`config.mk`:
```
export PLATFORM = sky130hd
export DESIGN_NAME = keypad_digit_scanner
export DESIGN_NICKNAME = d
export VERILOG_FILES = /design/src/rtl/keypad_digit_scanner.sv
export SDC_FILE = /design/constraint.sdc
export NUM_CORES = 1
export LEC_CHECK = 0
export ABC_CLOCK_PERIOD_IN_PS = 8100
export BUFFER_PORTS_ARGS = -buffer_cell sky130_fd_sc_hd__buf_4
export CORE_MARGIN = 8
export CORE_UTILIZATION = 45
export DETAILED_ROUTE_END_ITERATION = 8
export PLACE_DENSITY = 0.68
export SETUP_SLACK_MARGIN = 0.05
export SYNTH_ARGS = -nofsm -noshare
export SYNTH_HDL_FRONTEND = slang
export SYNTH_SLANG_ARGS = --single-unit
```
`constraint.sdc`:
```
create_clock -name clock -period 8.1 [get_ports clock]
set_clock_uncertainty 0.1 [all_clocks]
set_input_delay 1.215 -clock clock [delete_from_list [all_inputs] [get_ports clock]]
set_output_delay 1.215 -clock clock [all_outputs]
set_load 0.1 [all_outputs]
```
`src/rtl/keypad_digit_scanner.sv`:
```
// 4x4 active-low matrix keypad scanner with frame-based debounce; one number_valid strobe per press.
// Optional auto-repeat of the held key is enabled by defining KEYPAD_REPEAT_EN.
module keypad_digit_scanner #(
  parameter int SCAN_DIV        = 1000,
  parameter int DEBOUNCE_FRAMES = 4,
  parameter int REPEAT_FRAMES   = 64
) (
  input  logic       clock,
  input  logic       reset_n,
  input  logic [3:0] row_in,
  output logic [3:0] col_out,
  output logic [3:0] number,
  output logic       number_valid,
  output logic       key_held
);

  localparam int DW = $clog2(SCAN_DIV);
  localparam int CW = $clog2(DEBOUNCE_FRAMES + 1);
  localparam logic [DW-1:0] DWELL_LAST = DW'(SCAN_DIV - 1);
  localparam logic [CW-1:0] CNT_DONE   = CW'(DEBOUNCE_FRAMES);
  localparam logic [CW-1:0] CNT_ONE    = CW'(1);

  typedef enum logic [1:0] {
    S_IDLE     = 2'd0,
    S_DEBOUNCE = 2'd1,
    S_PRESSED  = 2'd2,
    S_RELEASE  = 2'd3
  } state_t;

  if (SCAN_DIV < 4 || DEBOUNCE_FRAMES < 1 || REPEAT_FRAMES < 1) begin : g_param_check
    $error("keypad_digit_scanner: illegal parameter value");
  end

  function automatic logic [3:0] keymap(input logic [1:0] row, input logic [1:0] col);
    logic [3:0] code;
    case ({row, col})
      4'b0000: code = 4'h1;
      4'b0001: code = 4'h2;
      4'b0010: code = 4'h3;
      4'b0011: code = 4'hA;
      4'b0100: code = 4'h4;
      4'b0101: code = 4'h5;
      4'b0110: code = 4'h6;
      4'b0111: code = 4'hB;
      4'b1000: code = 4'h7;
      4'b1001: code = 4'h8;
      4'b1010: code = 4'h9;
      4'b1011: code = 4'hC;
      4'b1100: code = 4'hE;
      4'b1101: code = 4'h0;
      4'b1110: code = 4'hF;
      4'b1111: code = 4'hD;
      default: code = 4'h0;
    endcase
    return code;
  endfunction

  function automatic logic [2:0] popcount4(input logic [3:0] v);
    return {2'b00, v[0]} + {2'b00, v[1]} + {2'b00, v[2]} + {2'b00, v[3]};
  endfunction

  logic [3:0]    r_row_meta;
  logic [3:0]    r_row_sync;
  logic [DW-1:0] r_dwell;
  logic [1:0]    r_col;
  logic [3:0]    r_col_out;
  logic [1:0]    r_hits;
  logic [3:0]    r_code;
  state_t        r_state;
  logic [CW-1:0] r_cnt;
  logic [3:0]    r_cand;
  logic [3:0]    r_number;
  logic          r_number_valid;
  logic          r_key_held;

  logic          w_sample;
  logic          w_frame_end;
  logic [3:0]    w_row_low;
  logic [2:0]    w_col_cnt;
  logic [3:0]    w_col_code;
  logic [2:0]    w_sum;
  logic [1:0]    w_hits_tot;
  logic [3:0]    w_frame_code;
  logic          w_none;
  logic          w_single;
  logic [CW-1:0] w_cnt_next;
  logic          w_rep_fire;

  assign w_sample    = (r_dwell == DWELL_LAST);
  assign w_frame_end = w_sample && (r_col == 2'd3);
  assign w_none      = (w_hits_tot == 2'd0);
  assign w_single    = (w_hits_tot == 2'd1);
  assign w_cnt_next  = (r_cnt == CNT_DONE) ? r_cnt : r_cnt + CW'(1);

  // Classify the current column sample and merge it with the frame so far (hit count saturates at 2).
  always_comb begin
    w_row_low = ~r_row_sync;
    w_col_cnt = popcount4(w_row_low);
    if (w_row_low[0]) begin
      w_col_code = keymap(2'd0, r_col);
    end else if (w_row_low[1]) begin
      w_col_code = keymap(2'd1, r_col);
    end else if (w_row_low[2]) begin
      w_col_code = keymap(2'd2, r_col);
    end else if (w_row_low[3]) begin
      w_col_code = keymap(2'd3, r_col);
    end else begin
      w_col_code = 4'h0;
    end
    w_sum        = {1'b0, r_hits} + w_col_cnt;
    w_hits_tot   = (w_sum >= 3'd2) ? 2'd2 : w_sum[1:0];
    w_frame_code = (r_hits != 2'd0) ? r_code : w_col_code;
  end

`ifdef KEYPAD_REPEAT_EN
  localparam int RW = $clog2(REPEAT_FRAMES + 1);
  localparam logic [RW-1:0] REP_DONE = RW'(REPEAT_FRAMES);

  logic [RW-1:0] r_rep;
  logic          w_rep_match;

  assign w_rep_match = (r_state == S_PRESSED) && w_single && (w_frame_code == r_number);
  assign w_rep_fire  = w_frame_end && w_rep_match && ((r_rep + RW'(1)) == REP_DONE);

  // Repeat counter only runs while the same single key stays down in PRESSED.
  always_ff @(posedge clock or negedge reset_n) begin
    if (!reset_n) begin
      r_rep <= {RW{1'b0}};
    end else if (w_frame_end) begin
      if (w_rep_match && !w_rep_fire) begin
        r_rep <= r_rep + RW'(1);
      end else begin
        r_rep <= {RW{1'b0}};
      end
    end else begin
      r_rep <= r_rep;
    end
  end
`else
  assign w_rep_fire = 1'b0;
`endif

  // Row synchroniser, column dwell/rotation and per-frame hit accumulation.
  always_ff @(posedge clock or negedge reset_n) begin
    if (!reset_n) begin
      r_row_meta <= 4'hF;
      r_row_sync <= 4'hF;
      r_dwell    <= {DW{1'b0}};
      r_col      <= 2'd0;
      r_col_out  <= 4'b1110;
      r_hits     <= 2'd0;
      r_code     <= 4'h0;
    end else begin
      r_row_meta <= row_in;
      r_row_sync <= r_row_meta;
      if (w_sample) begin
        r_dwell   <= {DW{1'b0}};
        r_col     <= r_col + 2'd1;
        r_col_out <= {r_col_out[2:0], r_col_out[3]};
        if (w_frame_end) begin
          r_hits <= 2'd0;
          r_code <= 4'h0;
        end else begin
          r_hits <= w_hits_tot;
          r_code <= w_frame_code;
        end
      end else begin
        r_dwell <= r_dwell + DW'(1);
      end
    end
  end

  // Press/release FSM, stepped once per frame end; outputs are registered here.
  always_ff @(posedge clock or negedge reset_n) begin
    if (!reset_n) begin
      r_state        <= S_IDLE;
      r_cnt          <= {CW{1'b0}};
      r_cand         <= 4'h0;
      r_number       <= 4'h0;
      r_number_valid <= 1'b0;
      r_key_held     <= 1'b0;
    end else begin
      r_number_valid <= 1'b0;
      if (w_frame_end) begin
        case (r_state)
          S_IDLE: begin
            if (w_single) begin
              r_cand <= w_frame_code;
              if (CNT_DONE == CNT_ONE) begin
                r_number       <= w_frame_code;
                r_number_valid <= 1'b1;
                r_key_held     <= 1'b1;
                r_cnt          <= {CW{1'b0}};
                r_state        <= S_PRESSED;
              end else begin
                r_cnt   <= CNT_ONE;
                r_state <= S_DEBOUNCE;
              end
            end else begin
              r_state <= S_IDLE;
            end
          end
          S_DEBOUNCE: begin
            if (w_single && (w_frame_code == r_cand)) begin
              if (w_cnt_next == CNT_DONE) begin
                r_number       <= r_cand;
                r_number_valid <= 1'b1;
                r_key_held     <= 1'b1;
                r_cnt          <= {CW{1'b0}};
                r_state        <= S_PRESSED;
              end else begin
                r_cnt <= w_cnt_next;
              end
            end else begin
              r_cnt   <= {CW{1'b0}};
              r_state <= S_IDLE;
            end
          end
          S_PRESSED: begin
            if (w_none) begin
              if (CNT_DONE == CNT_ONE) begin
                r_key_held <= 1'b0;
                r_cnt      <= {CW{1'b0}};
                r_state    <= S_IDLE;
              end else begin
                r_cnt   <= CNT_ONE;
                r_state <= S_RELEASE;
              end
            end else if (w_rep_fire) begin
              r_number_valid <= 1'b1;
            end else begin
              r_state <= S_PRESSED;
            end
          end
          S_RELEASE: begin
            if (w_none) begin
              if (w_cnt_next == CNT_DONE) begin
                r_key_held <= 1'b0;
                r_cnt      <= {CW{1'b0}};
                r_state    <= S_IDLE;
              end else begin
                r_cnt <= w_cnt_next;
              end
            end else begin
              r_cnt   <= {CW{1'b0}};
              r_state <= S_PRESSED;
            end
          end
          default: begin
            r_cnt   <= {CW{1'b0}};
            r_state <= S_IDLE;
          end
        endcase
      end else begin
        r_state <= r_state;
      end
    end
  end

  assign col_out      = r_col_out;
  assign number       = r_number;
  assign number_valid = r_number_valid;
  assign key_held     = r_key_held;

endmodule

```
Word level (Yosys, flattened, before mapping)
Cells that the tools add are included.

word-level totals
  bits in registers = 45
  input bits = 6
  output and inout port bits = 10
  word-level logic and storage cells = 89

operators by class
  add/subtract/negate cells = 7
  order comparisons = 1
  eq/ne operators = 19
  multiplexer cells = 36
  bitwise operators = 1
  reductions and logical operators = 12

operators by type and width
  cell                   number
  $pmux 4 s4             4
  $mux 4                 6
  $mux 3                 6
  $mux 2                 6
  $ne 2x2->1 const B     6
  $pmux 3 s4             1
  $add 10x1->10 const B  1
  $eq 10x10->1 const B   1
  $mux 1                 10
  $mux 10                1
  $reduce_and 3->1       3
  $eq 2x2->1 const B     4
  $pmux 2 s4             1
  $eq 2x1->1 const B     3
  $eq 3x3->1 const B     2
  $logic_not 2->1        3
  $ne 3x3->1 const B     2
  $reduce_and 6->1       1
  $eq 4x4->1             1
  $not 4->4              1
  $reduce_and 4->1       1
  $reduce_bool 2->1      2
  $add 2x1->3            1
  $add 2x3->3            1
  7 further kinds        8

Longest topological paths before layout
Gate-level depths: netlist (run 1).

  depth after elaboration = 12
  depth in mapped cells = 12
  gate-level depth less buffers = 11

Worst setup path after synthesis (run 1)
No wires, ideal clock.

  path type = flip-flop to flip-flop
  start point = reg r_hits[0]
  end point = reg r_number[0], in the netlist number[0]
  setup time = 125 ps
  arrival = 3420 ps
  data required time = 7875 ps
  slack = 4454 ps
  cell stages (with the launch flop) = 12
  buffers on the path = 1
  period minus slack after synthesis = 3646 ps
  cell sequence = dfrtp_1 buf_2 inv_1 fa_1 inv_1 fa_1 fa_1 or3b_1 a2111o_1 a211oi_2 nand3_4 mux2_4

on the way
  word-level cells in the longest chain between the ends = 6
  elaborated cells on any way between the ends = 9
  those cells by class = add/sub (1); order compare (1); eq/ne (2); mux (2); reduce/logical (3)

ends and longest elaborated chain
  element                              RTL line  RTL
  start: declaration                   67        logic [1:0] r_hits;
  start signal: assignment             164       r_hits <= w_hits_tot;
  $add 2x3->3                          110       w_sum = {1'b0, r_hits} + w_col_cnt;
  $ge 3x2->1                           111       w_hits_tot = (w_sum >= 3'd2) ? 2'd2 : w_sum[1:0];
  $mux 2                               111
  $eq 2x1->1                           92        assign w_single = (w_hits_tot == 2'd1);
  $logic_and 1x1->1 *                  204       if (w_single && (w_frame_code == r_cand)) begin
  $reduce_and 4->1 (no source line) *  n/a
  end signal: assignment               190       r_number <= w_frame_code;
  end signal: assignment               206       r_number <= r_cand;
  end: declaration                     72        logic [3:0] r_number;

Mark *: on every way between the ends. The rest lies on a longest branch, timed or not.
A chain may end at the register's enable or synchronous reset.

Worst setup path in the final report (run 1)
  start point = reg r_hits[0]
  end point = reg r_number[3], in the netlist number[3]

Same word-level chain as after synthesis.

==> flow_metrics.env, run 1 <==
export IMPL_post_route_cell_area_um2=2680
export IMPL_dieArea_um2=7920
export IMPL_synth_compound_area_share_pct=15.0
export IMPL_drcViolationCount=0
export IMPL_startpoint_type="flip-flop"
export IMPL_synth_fa_ha_area_share_pct=6.68
export IMPL_grt_first_pass_wirelength_mm=8.01
export IMPL_nFillCells=493
export IMPL_antenna_found_initial=0
export IMPL_worstPathMaxFanout=9
export IMPL_fp_row_count=26
export IMPL_fin_setup_tns_ns=0
export IMPL_seq_area_frac_synth_pct=47.6
export IMPL_dp_slack_ns=4.21
export IMPL_yosys_area_share_xor_xnor_pct=2.92
export IMPL_first_global_vias=1682
export IMPL_cp_data_arrival_time_ns=3.98
export IMPL_drive_above_1_share_pct=19.7
export IMPL_gp_congestion=0.847
export IMPL_vdd_drop_max_mv=0.0632
export IMPL_crit_path_end_kind="flip-flop"
export IMPL_timing_fmax_mhz=257
export IMPL_hold_buffers=0
export IMPL_postCtsResizedCells=0
export IMPL_r2r_cells=10
export IMPL_start_util_pct=46.6
export IMPL_r2r_setup_slack_ns=4.20
export IMPL_wl_per_cell_um=14.0
export IMPL_finalWorstSetupSlack_ns=4.20
export IMPL_hold_class="reg -> reg"
export IMPL_setup_viol=0
export IMPL_slew_headroom_pct=62.9
export IMPL_tightest_slew_ns=0.550
export IMPL_placed_area_um2=2580
export IMPL_ant_nets=0
export IMPL_grt_overflow_total=0
export IMPL_p_leak_nw=1.24
export IMPL_ios=16
export IMPL_cts_tree="built"
export IMPL_drt_total_wl_mm=4.45
export IMPL_syn_mean_instance_area_um2=10.4
export IMPL_synth_cell_types=56
export IMPL_synthSimpleGateAreaFrac_pct=20.9
export IMPL_finalCoreUtilization_pct=52.1
export IMPL_worstPathRequired_ns=8.18
export IMPL_grt_setup_unrepaired="false"
export IMPL_syn_nets=247
export IMPL_die_h_um=89.0
export IMPL_die_w_um=89.0
export IMPL_place_hpwl_mm=3.23
export IMPL_cts_made_buffers=5
export IMPL_vias=1723
export IMPL_worst_setup_path_type="reg -> reg"
export IMPL_track_usage_pct=12.9
export IMPL_syn2layout_area_growth_pct=11.7
export IMPL_seq_area_um2=1140
export IMPL_synth_ff_latch_count=45
export IMPL_synth_ff_type="dfrtp_1"
export IMPL_fp_coreArea_um2=5140
export IMPL_synth_edf_count=0
export IMPL_fin_crit_sh_pct=48.1
export IMPL_synthCells=230
export IMPL_critPathCapture="number[3]"
export IMPL_nets=265
export IMPL_p_per_area_nw_per_um2=148
export IMPL_holdPathStages=0
export IMPL_clkSinkCount=45
export IMPL_clockBufferDepth=2
export IMPL_yosys_warnings=0
export IMPL_max_cap_violations=0
export IMPL_muxShareOfSynthArea_pct=3.81
export IMPL_syn_area_um2=2400
export IMPL_reg2reg_from="r_hits[0]"
export IMPL_diodes=0
export IMPL_run_status="completed"
export IMPL_ys_async_sr_fraction_pct=100
export IMPL_dr_pass1_iters=4
export IMPL_postCtsSetupBuffers=0
export IMPL_clk_latency_ns=0.30
export IMPL_p_total_uw=396
export IMPL_period_minus_slack_ns=3.90
export IMPL_worstReg2RegEnd="number[3]"
export IMPL_cts_root_buf="clkbuf_8"
export IMPL_drt_iter0_markers=172
export IMPL_io_buffers=15
export IMPL_finalMaxSlewViolations=0
export IMPL_grt_max_degree=46
export IMPL_finalHoldViolCount=0
export IMPL_cts_clk_slew_worst_paths_ns=0.09
export IMPL_multi_input_area_um2=1180
export IMPL_cp_startpoint="r_hits[0]"
export IMPL_viasPerCell=5.40
export IMPL_cts_htree_levels=2
export IMPL_synth_top_family_by_area="simple AND/OR/NAND/NOR gates"
-- layer usage --
layer  GRT usage [%]  vias up  part of all wire, %
li1                -      845                    -
met1            17.9      835                   47
met2            18.9       35                   45
met3            3.22        8                  5.4
met4            4.68        0                  1.8
met5               0        -                    0
-- synth_stat cells (2+ instances only) --
cell type / number / area, µm²
a21oi_1: 6 / 30.0
dfstp_2: 11 / 289
and3_1: 5 / 31.3
o21a_1: 3 / 22.5
nor4_4: 2 / 42.5
mux2_4: 4 / 60.1
nor3_1: 4 / 20.0
nor3b_1: 3 / 22.5
ha_1: 8 / 100
nand2b_1: 3 / 18.8
o31ai_1: 3 / 22.5
fa_1: 3 / 60.1
mux2i_1: 2 / 20.0
nand4b_1: 2 / 17.5
o211ai_1: 2 / 15.0
nand3_1: 8 / 40.0
o21ai_0: 11 / 55.1
and2_1: 2 / 12.5
dfrtp_1: 34 / 851
buf_2: 3 / 15.0
inv_1: 14 / 52.6
xor2_1: 4 / 35.0
clkbuf_1: 2 / 7.51
or3b_1: 2 / 17.5
nor2_1: 15 / 56.3
nor2b_1: 2 / 12.5
o311a_1: 2 / 20.0
nand2_1: 34 / 128
xnor2_1: 4 / 35.0
a22o_1: 3 / 26.3
o22ai_1: 3 / 18.8
nand4_1: 2 / 12.5
-- worst max-delay path, cell delays in order, from the launching register on --
cell	delay [ns]
dfrtp_1	0.52
inv_1	0.11
fa_1	0.51
inv_1	0.05
fa_1	0.39
fa_1	0.48
or3b_1	0.43
a2111o_1	0.32
a211oi_2	0.36
nand3_4	0.19
mux2_4	0.33
-- cells in the final DEF, fill, tap and decap left out, drive strengths merged, types with 3 or more instances in the layout --
cell    Yosys  final
ha          8      8
nor3        4      4
o21a        3      3
nor2       16     16
dfstp      11     11
xor2        4      4
a21oi       6      6
o22ai       3      3
mux2        5      5
a22o        3      3
nand2      34     34
nand3       9      9
dfrtp      34     34
nor4        3      3
buf         3     16
inv        14     14
nor3b       3      3
xnor2       4      4
and3        5      5
fa          3      3
o31ai       3      3
nand2b      3      3
clkbuf      2      6
o21ai      11     11
-- final cells by class --
type,count,area share (%)
multi-input combinational,166,44.1
sequential,45,42.6
timing repair buffer,16,4.49
tap,70,3.27
clock buffer,6,3.08
inverter,14,1.96
clock inverter,2,0.514
-- registers in the layout, indices dropped and copies added (netlist names), 3 cells and up --
name,flops
r_code,4
r_row_meta,4
r_cand,4
r_dwell,10
r_row_sync,4
number,4
col_out,4
r_cnt,3
-- cells by family after synthesis --
| kind of cell | count (synthesis) |
|---|---|
| mux | 7 |
| buf+inv | 19 |
| flops | 45 |
| simple gates | 91 |
| compound gates | 49 |
| xor+xnor | 8 |
| fa+ha+maj | 11 |
-- worst min-delay path by stage --
stage,startpoint,endpoint,slack (ns)
detailed placement,r_row_meta[0],r_row_sync[0],0.25
global placement,r_row_meta[3],r_row_sync[3],0.25
CTS,r_row_meta[0],r_row_sync[0],0.26
finish,r_row_meta[3],r_row_sync[3],0.26
floorplan,r_row_meta[0],r_row_sync[0],0.25
global route,r_row_meta[1],r_row_sync[1],0.26
-- stage by stage --
step,instances,hold slack (ns)
2_1_floorplan,230,0.245
3_3_place_gp,311,0.246
3_5_place_dp,311,0.247
4_1_cts,319,0.258
5_1_grt,319,0.261
6_report,319,0.258
-- power breakdown --
group	switching, mW	internal (mW)
Clock	0.0747	0.0692
Combinational	0.0140	0.00826
Sequential	0.00203	0.228
Total	0.0908	0.306
(Power assumes the default switching activity.)
==> run 2, diff against run 1 <==
ABC_CLOCK_PERIOD_IN_PS = 3800   (was 8100)
clock period = 3.8 ns   (was 8.1 ns; I/O delays follow)
==> run 2 against run 1 <==
Non-clock buffer count is 7 higher. Sequential share of layout area is 0.97 points lower. Cell count is 2.2% higher. Routed wire length is 1.9% higher. Worst setup slack worse by 4.1 ns. Register-to-register slack worse by 4.1 ns. Maximum frequency is 5.5% higher. Final area is 2.3% higher. Die area stayed put. Sequential power is 110% higher. Hold slack worse by 0.11 ns.
==> flow_metrics.env, run 2 (synthesized netlist as in run 1, its figures left out) <==
export IMPL_met1_usage_pct=17.0
export IMPL_p_total_uw=844
export IMPL_drt_iter0_markers=74
export IMPL_p_seq_share_pct=58.1
export IMPL_place_hpwl_mm=3.24
export IMPL_wl_per_cell_um=13.9
export IMPL_grt_use_met2_pct=19.1
export IMPL_run_status="completed"
export IMPL_post_route_cell_area_um2=2740
export IMPL_p_per_area_nw_per_um2=308
export IMPL_fin_setup_tns_ns=0
export IMPL_placed_area_um2=2600
export IMPL_busiest_layer="met2"
export IMPL_cp_data_arrival_time_ns=3.78
export IMPL_fin_crit_sh_pct=97.2
export IMPL_cp_common_cell="fa_1"
export IMPL_regMostFlops="r_dwell"
export IMPL_finalHoldViolCount=0
export IMPL_hold_buffers=0
export IMPL_clockBufferDepth=2
export IMPL_die_h_um=89.0
export IMPL_drive_above_1_share_pct=22.7
export IMPL_nets=272
export IMPL_worstPathRequired_ns=3.88
export IMPL_diodes=0
export IMPL_grt_max_degree=46
export IMPL_ant_nets=0
export IMPL_largest_register_ffs=10
export IMPL_period_minus_slack_ns=3.69
export IMPL_crit_path_end_kind="flip-flop"
export IMPL_hold_class="in -> async"
export IMPL_vias=1737
export IMPL_cpPeakStageDelay_ns=0.53
export IMPL_startpoint_type="flip-flop"
export IMPL_slew_headroom_pct=64.0
export IMPL_reg2reg_from="r_row_sync[0]"
export IMPL_timing_fmax_mhz=271
export IMPL_fp_row_count=26
export IMPL_clockPowerShare_pct=35.8
export IMPL_setup_viol=0
export IMPL_clk_latency_ns=0.29
export IMPL_dr_pass1_iters=4
export IMPL_track_usage_pct=12.7
export IMPL_drt_total_wl_mm=4.54
export IMPL_worst_setup_path_type="reg -> reg"
export IMPL_cts_tree="built"
export IMPL_viasPerCell=5.33
export IMPL_die_w_um=89.0
export IMPL_tightest_slew_ns=0.533
export IMPL_p_leak_nw=1.27
export IMPL_antenna_found_initial=0
export IMPL_grt_overflow_total=0
export IMPL_first_global_vias=1691
export IMPL_gp_congestion=0.865
export IMPL_ios=16
export IMPL_crit_slowest_cell="fa_1"
export IMPL_drcViolationCount=0
export IMPL_fp_coreArea_um2=5140
export IMPL_syn2layout_area_growth_pct=14.4
export IMPL_switching_power_uw=188
export IMPL_p_comb_share_pct=6.1
export IMPL_vdd_drop_max_mv=0.188
export IMPL_path_cells="fa_1 > inv_1 > fa_2 > fa_1 > or3b_4 > a2111o_1 > a211oi_4 > nand3_4 > mux2_4"
export IMPL_grt_setup_unrepaired="true"
export IMPL_final_cell_mix="34 x nand2_1, 34 x dfrtp_1, 23 x buf_4"
export IMPL_worstPathMaxFanout=6
export IMPL_dieArea_um2=7920
export IMPL_cp_startpoint="r_row_sync[0]"
export IMPL_start_util_pct=46.6
export IMPL_finalMaxSlewViolations=0
export IMPL_grtUsageMet3_pct=3.40
export IMPL_cts_clk_slew_worst_paths_ns=0.08
export IMPL_switching_share_pct=22.3
export IMPL_clkSinkCount=45
export IMPL_cts_root_buf="clkbuf_8"
export IMPL_cts_htree_levels=2
export IMPL_grt_first_pass_wirelength_mm=7.81
export IMPL_cts_made_buffers=5
export IMPL_max_cap_violations=0
export IMPL_io_buffers=15
export IMPL_internal_power_uw=656
## run 2: cell count changes in the layout (fill, tap and decap cells not counted), sizes merged
cell	before	now
buf	16	23
clkbuf	6	8
clkinv	2	0
## run 2: worst paths after layout
path / cells past startpoint / slack [ns] / endpoint
hold / removal: 1 / 0.14 / r_cnt[2]
setup reg to reg: 9 / 0.11 / number[1]
setup / recovery: 9 / 0.11 / number[1]
max in group asynchronous: 1 / 3.06 / col_out[1]
min in group clock: 0 / 0.26 / r_row_sync[2]
hold reg to reg: 0 / 0.26 / r_row_sync[2]
## run 2: per-stage QoR
stage,instances,utilization (%),hold slack [ns],setup slack (ns)
after detailed placement,313,50.5,0.247,0.134
final,326,53.3,0.145,0.107
after floorplan,230,-,0.174,0.154
after global placement,313,50.5,0.245,0.194
after CTS,321,52.3,0.183,0.120
after global routing,326,53.3,0.204,0.000409
## run 2: power by group through the flow
stage	combinational, mW	clock, mW	sequential (mW)
6_report	0.0519	0.302	0.490
5_1_grt	0.0592	0.330	0.491
4_1_cts	0.0481	0.313	0.491
3_5_place_dp	0.0480	0	0.500
3_3_place_gp	0.0473	0	0.499
2_1_floorplan	0.0287	0	0.499
## run 2: area by class of cell
cell class / count / area (µm²)
inverters: 14 / 52.6
repair buffers: 23 / 173
multi-input cells: 166 / 1200
well taps: 70 / 87.6
clock buffers: 8 / 90.1
fillers: 479 / 2400
flip-flops and latches: 45 / 1140
## run 2: worst max-delay path: cells and delay by family (launching register included)
kind	cells	cell delay, ns
flip-flops	1	0.38
buffers and inverters	1	0.05
adder cells (fa/ha/maj)	3	1.36
multiplexers	1	0.33
AO/OA/AOI/OAI	2	0.78
AND/OR/NAND/NOR	2	0.58
## run 2: metal layers
metal	share of wire, %	wire length [µm]	up-vias
met4	1.6	72	0
met3	3.9	178	7
met5	0	0	-
met2	45	2020	25
li1	-	-	861
met1	50	2270	844
## run 2: what timing repair did
action,4_1_cts,5_1_grt
buffers inserted,0,5
gates resized for setup,0,5
setup endpoints to repair,0,5
==> run 3, diff against run 2 <==
BUFFER_PORTS_ARGS = -buffer_cell sky130_fd_sc_hd__buf_2   (was -buffer_cell sky130_fd_sc_hd__buf_4)
==> run 3 against run 2 <==
First-iteration DRC count is 31% higher. Critical path depth stayed put. Combinational power is 7.5% lower. Core utilization is 0.92 points lower. Highest routed layer unchanged. Die area stayed put. Largest cell class unchanged. Global-route usage is 0.42 points lower.
==> flow_metrics.env, run 3 (synthesized netlist as in run 1, its figures left out) <==
export IMPL_start_util_pct=46.6
export IMPL_cts_tree="built"
export IMPL_largest_register_ffs=10
export IMPL_finalHoldViolCount=0
export IMPL_fp_coreArea_um2=5140
export IMPL_antenna_found_initial=0
export IMPL_r2r_cells=9
export IMPL_finalMaxSlewViolations=0
export IMPL_cts_root_buf="clkbuf_8"
export IMPL_drive_above_1_share_pct=20.6
export IMPL_nets=268
export IMPL_dieArea_um2=7920
export IMPL_cts_clk_slew_worst_paths_ns=0.08
export IMPL_place_hpwl_mm=3.13
export IMPL_grt_max_degree=46
export IMPL_cp_startpoint="r_row_sync[0]"
export IMPL_worstPathRequired_ns=3.88
export IMPL_io_buffers=15
export IMPL_grt_overflow_total=0
export IMPL_ant_nets=0
export IMPL_wl_per_cell_um=13.8
export IMPL_dpl_cell_count=312
export IMPL_syn2layout_area_growth_pct=12.4
export IMPL_tightest_slew_ns=0.948
export IMPL_setup_viol=0
export IMPL_regMostFlops="r_dwell"
export IMPL_reg2reg_from="r_row_sync[0]"
export IMPL_fin_setup_tns_ns=0
export IMPL_hold_class="reg -> reg"
export IMPL_layout_cells_non_filler=322
export IMPL_grt_first_pass_wirelength_mm=7.73
export IMPL_worst_setup_path_type="reg -> reg"
export IMPL_timing_fmax_mhz=274
export IMPL_r2r_setup_slack_ns=0.15
export IMPL_cts_made_buffers=5
export IMPL_diodes=0
export IMPL_run_status="completed"
export IMPL_crit_path_end_kind="flip-flop"
export IMPL_fp_row_count=26
export IMPL_clockBufferDepth=2
export IMPL_first_global_vias=1682
export IMPL_gp_congestion=0.865
export IMPL_grt_setup_unrepaired="false"
export IMPL_worstReg2RegEnd="number[3]"
export IMPL_period_minus_slack_ns=3.65
export IMPL_worstPathMaxFanout=5
export IMPL_slew_headroom_pct=36.8
export IMPL_p_per_area_nw_per_um2=337
export IMPL_p_leak_nw=1.26
export IMPL_vias=1727
export IMPL_track_usage_pct=12.3
export IMPL_viasPerCell=5.36
export IMPL_ios=16
export IMPL_clkSinkCount=45
export IMPL_clk_latency_ns=0.29
export IMPL_cts_htree_levels=2
export IMPL_drt_total_wl_mm=4.44
export IMPL_critPathCapture="number[3]"
export IMPL_die_h_um=89.0
export IMPL_final_cell_mix="34 x nand2_1, 34 x dfrtp_1, 15 x nor2_1, 15 x buf_2, 14 x inv_1"
export IMPL_dr_pass1_iters=5
export IMPL_hold_buffers=0
export IMPL_drcViolationCount=0
export IMPL_max_cap_violations=0
export IMPL_cp_data_arrival_time_ns=3.73
export IMPL_startpoint_type="flip-flop"
export IMPL_die_w_um=89.0
export IMPL_vdd_drop_max_mv=0.163
export IMPL_fin_crit_sh_pct=96.0
export IMPL_drt_iter0_markers=97
[run 3: cell types whose count changed in the layout (fill, tap and decap cells not counted)]
cell	change
a21boi_1	+1
a21boi_2	-1
buf_2	+15
buf_4	-19
bufinv_16	+1
clkbuf_1	-1
fa_1	+1
fa_2	-1
inv_1	+1
inv_2	-1
[run 3: power breakdown]
group | internal (mW) | leakage [nW] | switching (mW)
Clock | 0.214 | 0.0585 | 0.155
Sequential | 0.486 | 0.576 | 0.00366
Combinational | 0.0170 | 0.627 | 0.0310
[run 3: cell type report]
type                    instances  area [µm²]
multi-input cells             166        1190
clock buffers                   7        86.3
clock inverters                 1        30.0
repair buffers                 19         105
well taps                      70        87.6
fillers                       496        2450
inverters                      14        52.6
flip-flops and latches         45        1140
[run 3: through the flow]
stage | util (%) | setup slack [ns] | power (mW) | cell area, µm² | hold WS (ns)
floorplan | - | 0.154 | 0.527 | 2400 | 0.174
global placement | 49.6 | 0.198 | 0.545 | 2550 | 0.245
detailed placement | 49.6 | 0.105 | 0.546 | 2550 | 0.248
CTS | 51.9 | 0.0955 | 0.917 | 2670 | 0.259
global route | 52.4 | 0.0598 | 0.947 | 2690 | 0.246
finish | 52.4 | 0.152 | 0.907 | 2690 | 0.258
[run 3: critical path: stages, from the launching register on]
cell	delay (ns)
dfstp_2	0.38
fa_1	0.53
inv_1	0.05
fa_1	0.38
fa_1	0.48
or3b_4	0.43
a2111o_1	0.33
a211oi_4	0.36
nand3_4	0.17
mux2_4	0.32
[run 3: timing repair]
item / 4_1_cts / 5_1_grt
gates resized for setup: 0 / 2
buffers inserted: 0 / 2
endpoints found under the setup margin: 0 / 5
[run 3: per-layer routing]
layer / track usage [%] / share of wire, %
met3: 3.03 / 4.6
met5: 0 / 0
met1: 16.8 / 50
met2: 18.7 / 44
met4: 3.63 / 1.4
[run 3: how the worst min path moves through the flow]
| stage | start | end | slack (ns) | cells past startpoint |
|---|---|---|---|---|
| 4_1_cts | row_in[3] | r_row_meta[3] | 0.26 | 1 |
| 5_1_grt | row_in[3] | r_row_meta[3] | 0.25 | 1 |
| 3_3_place_gp | r_row_meta[1] | r_row_sync[1] | 0.25 | 0 |
| 6_report | r_row_meta[1] | r_row_sync[1] | 0.26 | 0 |
| 2_1_floorplan | reset_n | col_out[0] | 0.17 | 0 |
| 3_5_place_dp | r_row_meta[3] | r_row_sync[3] | 0.25 | 0 |
